### src/rtl/sample_iterator_pkg.sv
// rtl/sample_iterator_pkg.sv - shared rasterizer definitions: iterator FSM states and sub-sample step lookup
package sample_iterator_pkg;

   typedef logic [0:0] iter_state_t;

   localparam iter_state_t ST_WAIT = 1'b0;
   localparam iter_state_t ST_TEST = 1'b1;

   // One-hot select, highest set bit wins; an all-zero select falls back to one pixel.
   function automatic logic [31:0] step_of(input logic [3:0] sub, input int radix);
      logic [31:0] one;
      one = 32'd1;
      if (sub[3])      step_of = one << radix;
      else if (sub[2]) step_of = one << (radix - 1);
      else if (sub[1]) step_of = one << (radix - 2);
      else if (sub[0]) step_of = one << (radix - 3);
      else             step_of = one << radix;
   endfunction

   function automatic logic [31:0] grid_mask(input logic [3:0] sub, input int radix);
      grid_mask = ~(step_of(sub, radix) - 32'd1);
   endfunction

endpackage

### src/rtl/sample_iterator_iter_next_samp.sv
// rtl/sample_iterator_iter_next_samp.sv - raster next-sample position and last-sample detection
module iter_next_samp
   import sample_iterator_pkg::*;
#(
   parameter int SIGFIG = 24
) (
   input  logic signed [SIGFIG-1:0] samp_x,
   input  logic signed [SIGFIG-1:0] samp_y,
   input  logic signed [SIGFIG-1:0] ll_x,
   input  logic signed [SIGFIG-1:0] ur_x,
   input  logic signed [SIGFIG-1:0] ur_y,
   input  logic        [SIGFIG-1:0] step,
   output logic signed [SIGFIG-1:0] next_x,
   output logic signed [SIGFIG-1:0] next_y,
   output logic                     last
);

   // One extra bit so x+step just past the positive limit still compares greater than ur.
   logic signed [SIGFIG:0] x_inc;
   logic signed [SIGFIG:0] y_inc;
   logic                   x_wrap;
   logic                   y_wrap;

   always_comb begin
      x_inc  = $signed({samp_x[SIGFIG-1], samp_x}) + $signed({1'b0, step});
      y_inc  = $signed({samp_y[SIGFIG-1], samp_y}) + $signed({1'b0, step});
      x_wrap = x_inc > $signed({ur_x[SIGFIG-1], ur_x});
      y_wrap = y_inc > $signed({ur_y[SIGFIG-1], ur_y});
      next_x = x_wrap ? ll_x : x_inc[SIGFIG-1:0];
      next_y = x_wrap ? y_inc[SIGFIG-1:0] : samp_y;
      last   = x_wrap && y_wrap;
   end

endmodule

### src/rtl/sample_iterator.sv
// rtl/sample_iterator.sv - walks a triangle's bounding box on the sub-sample grid, one sample per cycle
module sample_iterator
   import sample_iterator_pkg::*;
#(
   parameter int SIGFIG = 24,
   parameter int RADIX  = 10,
   parameter int VERTS  = 3,
   parameter int AXIS   = 3,
   parameter int COLORS = 3
) (
   input  logic                     clk,
   input  logic                     rst,
   input  logic signed [SIGFIG-1:0] tri_R15S [VERTS][AXIS],
   input  logic        [SIGFIG-1:0] color_R15U [COLORS],
   input  logic signed [SIGFIG-1:0] box_R15S [2][2],
   input  logic                     validTri_R15H,
   input  logic        [3:0]        subSample_RnnU,
   output logic                     halt_R15L,
   output logic signed [SIGFIG-1:0] tri_R16S [VERTS][AXIS],
   output logic        [SIGFIG-1:0] color_R16U [COLORS],
   output logic signed [SIGFIG-1:0] sample_R16S [2],
   output logic                     validSamp_R16H
);

   iter_state_t              state_q;
   logic signed [SIGFIG-1:0] ll_x_q;
   logic signed [SIGFIG-1:0] ur_x_q;
   logic signed [SIGFIG-1:0] ur_y_q;

   logic        [SIGFIG-1:0] step;
   logic        [SIGFIG-1:0] mask;
   logic signed [SIGFIG-1:0] snap_ll_x;
   logic signed [SIGFIG-1:0] snap_ll_y;
   logic signed [SIGFIG-1:0] snap_ur_x;
   logic signed [SIGFIG-1:0] snap_ur_y;
   logic                     inverted;
   logic                     single;
   logic                     accept;

   logic signed [SIGFIG-1:0] next_x;
   logic signed [SIGFIG-1:0] next_y;
   logic                     last;

   always_comb begin
      step      = SIGFIG'(step_of(subSample_RnnU, RADIX));
      mask      = SIGFIG'(grid_mask(subSample_RnnU, RADIX));
      snap_ll_x = $signed(box_R15S[0][0] & mask);
      snap_ll_y = $signed(box_R15S[0][1] & mask);
      snap_ur_x = $signed(box_R15S[1][0] & mask);
      snap_ur_y = $signed(box_R15S[1][1] & mask);
      inverted  = (snap_ur_x < snap_ll_x) || (snap_ur_y < snap_ll_y);
      single    = (snap_ur_x == snap_ll_x) && (snap_ur_y == snap_ll_y);
   end

   iter_next_samp #(
      .SIGFIG (SIGFIG)
   ) u_next_samp (
      .samp_x (sample_R16S[0]),
      .samp_y (sample_R16S[1]),
      .ll_x   (ll_x_q),
      .ur_x   (ur_x_q),
      .ur_y   (ur_y_q),
      .step   (step),
      .next_x (next_x),
      .next_y (next_y),
      .last   (last)
   );

   assign halt_R15L = (state_q == ST_WAIT) || last;
   assign accept    = validTri_R15H && halt_R15L;

   always_ff @(posedge clk or negedge rst) begin
      if (!rst) begin
         state_q        <= ST_WAIT;
         validSamp_R16H <= 1'b0;
         ll_x_q         <= '0;
         ur_x_q         <= '0;
         ur_y_q         <= '0;
         sample_R16S[0] <= '0;
         sample_R16S[1] <= '0;
         for (int v = 0; v < VERTS; v++)
            for (int a = 0; a < AXIS; a++)
               tri_R16S[v][a] <= '0;
         for (int c = 0; c < COLORS; c++)
            color_R16U[c] <= '0;
      end else if (accept) begin
         ll_x_q <= snap_ll_x;
         ur_x_q <= snap_ur_x;
         ur_y_q <= snap_ur_y;
         for (int v = 0; v < VERTS; v++)
            for (int a = 0; a < AXIS; a++)
               tri_R16S[v][a] <= tri_R15S[v][a];
         for (int c = 0; c < COLORS; c++)
            color_R16U[c] <= color_R15U[c];
         if (inverted) begin
            state_q        <= ST_WAIT;
            validSamp_R16H <= 1'b0;
         end else begin
            // A one-sample box never needs TEST: its only sample is also its last.
            state_q        <= single ? ST_WAIT : ST_TEST;
            validSamp_R16H <= 1'b1;
            sample_R16S[0] <= snap_ll_x;
            sample_R16S[1] <= snap_ll_y;
         end
      end else if (state_q == ST_TEST) begin
         if (last) begin
            state_q        <= ST_WAIT;
            validSamp_R16H <= 1'b0;
         end else begin
            sample_R16S[0] <= next_x;
            sample_R16S[1] <= next_y;
         end
      end else begin
         validSamp_R16H <= 1'b0;
      end
   end

endmodule

### config.mk
export PLATFORM = sky130hd
export DESIGN_NAME = sample_iterator
export DESIGN_NICKNAME = d
export VERILOG_FILES = /design/src/rtl/sample_iterator_pkg.sv /design/src/rtl/sample_iterator_iter_next_samp.sv /design/src/rtl/sample_iterator.sv
export SDC_FILE = /design/constraint.sdc
export NUM_CORES = 1
export LEC_CHECK = 0
export ABC_CLOCK_PERIOD_IN_PS = 9060
export BUFFER_PORTS_ARGS = -buffer_cell sky130_fd_sc_hd__buf_4
export CORE_AREA = 2 2 285 287
export CTS_CLUSTER_SIZE = 24
export DETAILED_ROUTE_END_ITERATION = 10
export DIE_AREA = 0 0 287 289
export GPL_TIMING_DRIVEN = 0
export PLACE_DENSITY = 0.45
export SLEW_MARGIN = 20
export SYNTH_ARGS = -nofsm -noshare
export SYNTH_HDL_FRONTEND = slang
export SYNTH_SLANG_ARGS = --single-unit
### constraint.sdc
create_clock -name clk -period 9.06 [get_ports clk]
set_input_delay 1.359 -clock clk [delete_from_list [all_inputs] [get_ports clk]]
set_output_delay 1.359 -clock clk [all_outputs]
set_load 0.1 [all_outputs]
==> results of run 1 <==
[logic make-up (layout without fill, tap and decap cells)]
| family | Yosys count | after routing |
|---|---|---|
| other cells | 1 | 16 |
| fa+ha+maj | 81 | 81 |
| xor+xnor | 33 | 33 |
| buf+inv | 176 | 955 |
| mux | 22 | 22 |
| simple gates | 1140 | 1140 |
| compound gates | 192 | 192 |
| flops | 375 | 375 |
[worst reg2reg max path: cells and delay by family, from the launching register on]
kind	cells	cell delay (ns)
AOI/OAI and AO/OA	5	1.37
buffers and inverters	2	1.23
and+or+nand+nor	5	1.13
adders and majority gates	3	0.88
DFF	1	0.42
xor gates and xnor gates	1	0.18
[flip-flops by register name, indices dropped and copies added (netlist names)]
name	cells
validSamp_R16H	1
ur_x_q	17
tri_R16S	216
ll_x_q	17
color_R16U	72
ur_y_q	17
state_q	1
sample_R16S	34
[through the flow]
step | cell area (sq um) | instances | hold WS [ns] | utilization | setup WS [ns]
after floorplan | 17600 | 2033 | 0.438 | - | 1.87
after global placement | 24100 | 3779 | 0.453 | 0.301 | 1.16
after detailed placement | 24200 | 3783 | 0.455 | 0.303 | 1.63
after CTS | 25900 | 3872 | 0.470 | 0.324 | 1.62
after global routing | 25900 | 3873 | 0.490 | 0.324 | 1.31
final | 25900 | 3874 | 0.471 | 0.324 | 1.58
[cell usage in the layout (no fill, tap or decap), drive strengths merged, types with 4 or more instances in the layout]
cell,netlist,final
o211ai,15,15
mux2,18,18
nand4,15,15
nand2b,13,13
and4,5,5
nand3,29,29
clkbuf,37,107
conb,1,14
inv,58,62
and3,6,6
nand2,985,985
clkinv,0,10
xnor2,25,25
o21ai,63,63
nor2,38,38
dfrtp,375,375
a21oi,49,49
and2,24,24
o21a,4,4
ha,80,80
buf,81,771
a31oi,19,19
nor2b,9,9
xor2,8,8
a211oi,7,7
mux2i,4,4
[path summary, 6_finish.rpt]
check / depth (start not counted) / to / slack, ns / start
max: 17 / halt_R15L / 1.58 / subSample_RnnU[1]
min: 2 / ll_x_q[19] / 0.47 / ll_x_q[19]
max reg2reg: 16 / ll_x_q[22] / 3.71 / sample_R16S[7]
min reg2reg: 2 / ll_x_q[19] / 0.47 / ll_x_q[19]
max in group asynchronous: 3 / tri_R16S[161] / 6.94 / rst
min in group asynchronous: 1 / color_R16U[64] / 0.77 / rst
[per-layer routing]
metal  part of all wire  wire length (microns)  vias to the layer above
li1                   -                      -                     7956
met1               0.40                  31000                     8007
met2               0.49                  37800                      578
met3              0.077                   5960                      114
met4              0.029                   2220                        6
met5            0.00053                     41                        -
[layout make-up]
class,count,area share
Clock inverter,19,0.00832
Inverter,58,0.00842
Tap cell,1060,0.0513
Buffer,118,0.0249
Multi-Input combinational cell,1482,0.285
Timing Repair Buffer,690,0.204
Clock buffer,70,0.0554
Antenna cell,2,0.000194
Sequential cell,375,0.363
==> run_results.csv, run 1 <==
group,metric,value,unit
run_status,outcome,"finished, final reports clean",
sta,tightest_slew,0.894,ns
final_layout,seqCellArea,9380,sq um
global_route,grt_max_degree,88,
die,coreArea,79900,sq um
global_route,antenna_found_initial,8,
clocking,clkSinkCount,375,
logic_synthesis,syn_area,17600,sq um
logic_synthesis,ys.flop_type,"dfrtp_1",
clocking,cts_resized,0,
logic_synthesis,synthTopCellsByArea,"dfrtp_1, nand2_1, ha_1",
detailed_routing,routed_wl,76900,microns
die,die_y,289,microns
setup_path,path_class,"input port to output pin",
logic_synthesis,synth.distinct_cells,62,
final_layout,drive_above_1_share,0.313,
detailed_routing,wl_per_cell,19.9,microns
clocking,post_cts_buffers,0,
setup_path,crit_path_end_kind,"output pin",
setup_path,max_stage_delay,0.67,ns
die,die_w,287,microns
detailed_routing,ant_nets,0,
final_layout,nets,3244,
place,hpwl,60100,microns
logic_synthesis,ys_seq_area_frac,0.534,
sta,hold_viol,0,
setup_path,start_kind,"input port",
die,start_util,0.220,
detailed_routing,route.detailed.drc,0,
final_layout,area_delta_synth_final,47.3,%
logic_synthesis,yosysTopAreaCell,"dfrtp_1",
setup_path,cp_max_fo,8,
detailed_routing,vias,16661,
clocking,hold_buffers,0,
logic_synthesis,synth_most_common_cell,"nand2_1",
setup_path,path_cells,"buf_4, nor4b_2, ha_1, maj3_1, a21oi_1, o21bai_1, nand2_1, nor2_1, xnor2_1, ha_1, and4_1, nand4_1, a311o_1, o211ai_1, a21oi_1, nor2_1, buf_4",
logic_synthesis,postSynthCellCount,2020,
logic_synthesis,synth-simple-area-share,0.260,
logic_synthesis,synthMuxAreaShare,0.0145,
sta,rsz0062_at_grt,"no",
logic_synthesis,synth_compound_area_frac,0.0680,
die,die_area,82900,sq um
logic_synthesis,ys_warn_count,0,
logic_synthesis,async_reset_ff_frac,1.00,
logic_synthesis,yosys.area.top_type_share,0.534,
die,num_rows,104,
flow_run,max_cap_violations,0,
logic_synthesis,synth_top_family_by_area,"simple AND/OR/NAND/NOR gates",
logic_synthesis,synth-xor-area-share,0.0165,
logic_synthesis,synthAdderAreaFrac,0.0576,
logic_synthesis,synth-edff-count,0,
clocking,htreeDepth,2,
setup_path,cp_num_buf_inv,2,
detailed_routing,dr.pass1.iters,5,
setup_path,critPathSlowestCell,"nor4b_2",
global_route,grt_pass1_wl,111000,microns
clocking,cts_tree,"yes",
final_layout,multi_input_area,7370,sq um
global_route,use_met3,0.0487,
sta,slew_headroom,0.404,
clocking,cts_buffer_depth,3,
hold_path,hold_class,"register to register",
logic_synthesis,ys_ff_latch,375,
global_route,use_met1,0.217,
clocking,clk_latency,0.60,ns
setup_path,required,7.70,ns
logic_synthesis,synth_commonest_cells,"nand2_1, dfrtp_1, ha_1",
clocking,clkTransAtPathRegs,0.05,ns
global_route,grt_util_met2,0.304,
detailed_routing,drtIter0Drc,741,
clocking,root_buffer,"clkbuf_16",
sta,clock_skew,0.0289,ns
global_route,overflow,0,
global_route,top_usage_layer,"met2",
sta,period_minus_slack,7.48,ns
setup_path,critPathTopFamily,"simple AND/OR/NAND/NOR gates",
global_route,grt_pass1_vias,17050,
setup_path,cp.arrival,6.12,ns
final_layout,nFillCells,8535,
sta,fmax,134,MHz
clocking,cts_buffers,48,
logic_synthesis,synth.avg_cell_area,8.69,sq um
sta,fin_crit_sh,0.825,
place,io_buffers,686,
sta,fin_setup_tns,0,ns
sta,slew_violations,0,
sta,setup_viol,0,
global_route,grt_usage,0.178,
place,place_congestion,0.872,
detailed_routing,viasPerCell,4.30,
die,pin_count,729,
Power of run 1 is not shown: default switching activity piles up to over one toggle a cycle in this logic, so the estimate is an artifact.
==> inputs of run 2 (changes only) <==
--- a/config.mk
+++ b/config.mk
@@ -5,14 +5,14 @@
 export SDC_FILE = /design/constraint.sdc
 export NUM_CORES = 1
 export LEC_CHECK = 0
-export ABC_CLOCK_PERIOD_IN_PS = 9060
+export ABC_CLOCK_PERIOD_IN_PS = 6100
 export BUFFER_PORTS_ARGS = -buffer_cell sky130_fd_sc_hd__buf_4
 export CORE_AREA = 2 2 285 287
 export CTS_CLUSTER_SIZE = 24
 export DETAILED_ROUTE_END_ITERATION = 10
 export DIE_AREA = 0 0 287 289
 export GPL_TIMING_DRIVEN = 0
-export PLACE_DENSITY = 0.45
+export PLACE_DENSITY = 0.46
 export SLEW_MARGIN = 20
 export SYNTH_ARGS = -nofsm -noshare
 export SYNTH_HDL_FRONTEND = slang
==> constraint.sdc (replaced) <==
create_clock -name clk -period 6.1 [get_ports clk]
set_input_delay 0.915 -clock clk [delete_from_list [all_inputs] [get_ports clk]]
set_output_delay 0.915 -clock clk [all_outputs]
set_load 0.1 [all_outputs]
==> run 2 against run 1 <==
Net effect: routed wire length shrank 0.55%; non-clock buffer count grew 4; design area grew 0.19%; sequential share of layout area shrank 0.070 points; first-iteration DRC count grew 14%; via count shrank 2.0%; cell count is essentially flat; die area is the same; worst hold slack lost 0.27 ns; critical path depth grew 1; critical endpoint unchanged; largest cell class unchanged.
==> run_results.csv, run 2 (synthesized netlist as in run 1, its figures left out) <==
group,metric,value,unit
clocking,htreeDepth,2,
final_layout,layout_commonest_cell,"nand2_1",
final_layout,regMostFlops,"tri_R16S",
global_route,overflow,0,
place,dp_slack,-0.883,ns
final_layout,seqCellArea,9380,sq um
setup_path,cp_max_fo,8,
sta,tightest_slew,0.861,ns
setup_path,cp.arrival,4.92,ns
global_route,grt_pass1_vias,16294,
detailed_routing,viasPerCell,4.21,
clocking,root_buffer,"clkbuf_16",
detailed_routing,route.detailed.drc,0,
die,die_y,289,microns
global_route,grt_max_degree,79,
clocking,cts_tree,"yes",
detailed_routing,dr.pass1.iters,5,
sta,setup_viol,0,
die,num_rows,104,
final_layout,multi_input_area,7400,sq um
die,die_area,82900,sq um
detailed_routing,vias,16322,
die,die_w,287,microns
global_route,antenna_found_initial,5,
die,start_util,0.220,
setup_path,startpoint,"subSample_RnnU[3]",
setup_path,crit_path_end_kind,"output pin",
final_layout,reg_top3,"tri_R16S x216, color_R16U x72, sample_R16S x34",
hold_path,hold_class,"input port to asynchronous set/reset pin",
setup_path,start_kind,"input port",
place,io_buffers,686,
global_route,grt_usage,0.176,
sta,fin_ws,0.270,ns
clocking,cts_buffer_depth,3,
place,hpwl,59600,microns
clocking,clkTransAtPathRegs,0.06,ns
flow_run,max_cap_violations,0,
clocking,clkSinkCount,375,
sta,slew_violations,0,
setup_path,path_cells,"buf_4, nor4b_4, buf_4, ha_1, maj3_1, a21oi_1, o21bai_2, nand2_1, nor2_1, xnor2_1, ha_1, and4_1, nand4_1, a311o_1, o211ai_1, a21oi_1, nor2_2, buf_4",
detailed_routing,ant_nets,0,
global_route,grt_pass1_wl,109000,microns
detailed_routing,routed_wl,76500,microns
setup_path,critPathTopFamily,"simple AND/OR/NAND/NOR gates",
setup_path,critPathSlowestCell,"a311o_1",
die,pin_count,729,
sta,period_minus_slack,5.83,ns
final_layout,final_cell_mix,"nand2_1, buf_4, dfrtp_1",
clocking,cts_buffers,48,
clocking,clk_latency,0.60,ns
final_layout,nFillCells,8632,
place,place_congestion,0.825,
clocking,hold_buffers,0,
final_layout,drive_above_1_share,0.315,
sta,clock_skew,0.0177,ns
final_layout,largest_register_ffs,216,
sta,slew_headroom,0.426,
detailed_routing,wl_per_cell,19.7,microns
run_status,outcome,"finished, final reports clean",
setup_path,cp_num_buf_inv,3,
detailed_routing,drtIter0Drc,844,
setup_path,required,5.18,ns
die,coreArea,79900,sq um
setup_path,rr_startpoint,"sample_R16S[7]",
final_layout,fin_cells,3877,
setup_path,max_stage_delay,0.41,ns
sta,fmax,172,MHz
sta,hold_viol,0,
place,placed_cells,3784,
sta,fin_crit_sh,0.956,
final_layout,nets,3248,
final_layout,area_delta_synth_final,47.6,%
setup_path,path_class,"input port to output pin",
setup_path,cp_common_cell,"buf_4",
==> run 2: final timing paths <==
check | slack (ns) | to | cells past startpoint
worst max register to register | 0.97 | color_R16U[20] | 18
min in group clk | 0.46 | ll_x_q[17] | 2
worst min-delay path | 0.20 | tri_R16S[150] | 1
worst min register to register | 0.46 | ll_x_q[17] | 2
max in group asynchronous | 4.72 | tri_R16S[79] | 3
worst max-delay path | 0.27 | halt_R15L | 18
==> run 2: repair_timing <==
| item | in CTS | in global routing |
|---|---|---|
| resized for setup | 3 | 7 |
| setup endpoints to repair | 11 | 58 |
| setup buffers | 0 | 3 |
| pin swaps | 0 | 1 |
==> run 2: cell type report <==
type,instances,area share
inverter,58,0.00840
multi-input combinational,1482,0.286
tap,1060,0.0512
buffer,118,0.0250
timing repair buffer,694,0.205
antenna,2,0.000193
clock inverter,17,0.00773
clock buffer,71,0.0547
sequential,375,0.362
==> run 2: routing by layer <==
layer	wire (microns)	global-route usage	vias to the layer above
met5	27	0	-
met4	1710	0.0462	4
met3	5180	0.0438	95
met2	37600	0.299	500
met1	32000	0.223	7751
li1	-	-	7972
==> run 2: worst reg2reg max path: stages (launching register included) <==
cell and delay [ns]:
dfrtp_1 0.43, ha_1 0.24, maj3_1 0.34, a21oi_1 0.29, o21bai_2 0.17, nand2_1 0.28, nor2_1 0.13, xnor2_1 0.16
ha_1 0.30, and4_1 0.24, nand4_1 0.21, o41a_1 0.47, o21a_1 0.20, nand3_1 0.22, buf_4 0.30, buf_4 0.29
clkbuf_1 0.59, nand2_1 0.13, nand2_1 0.09
==> run 2: metrics by stage <==
| step | hold WS [ns] | area [sq um] | TNS, ns | util |
|---|---|---|---|---|
| 2_1_floorplan | 0.438 | 17600 | 0 | - |
| 3_3_place_gp | 0.451 | 24100 | -342.09 | 0.301 |
| 3_5_place_dp | 0.455 | 24200 | -114.89 | 0.303 |
| 4_1_cts | 0.169 | 25900 | 0 | 0.324 |
| 5_1_grt | 0.192 | 25900 | -0.0226 | 0.324 |
| 6_report | 0.199 | 25900 | 0 | 0.324 |
Power of run 2 is left out for the same reason.
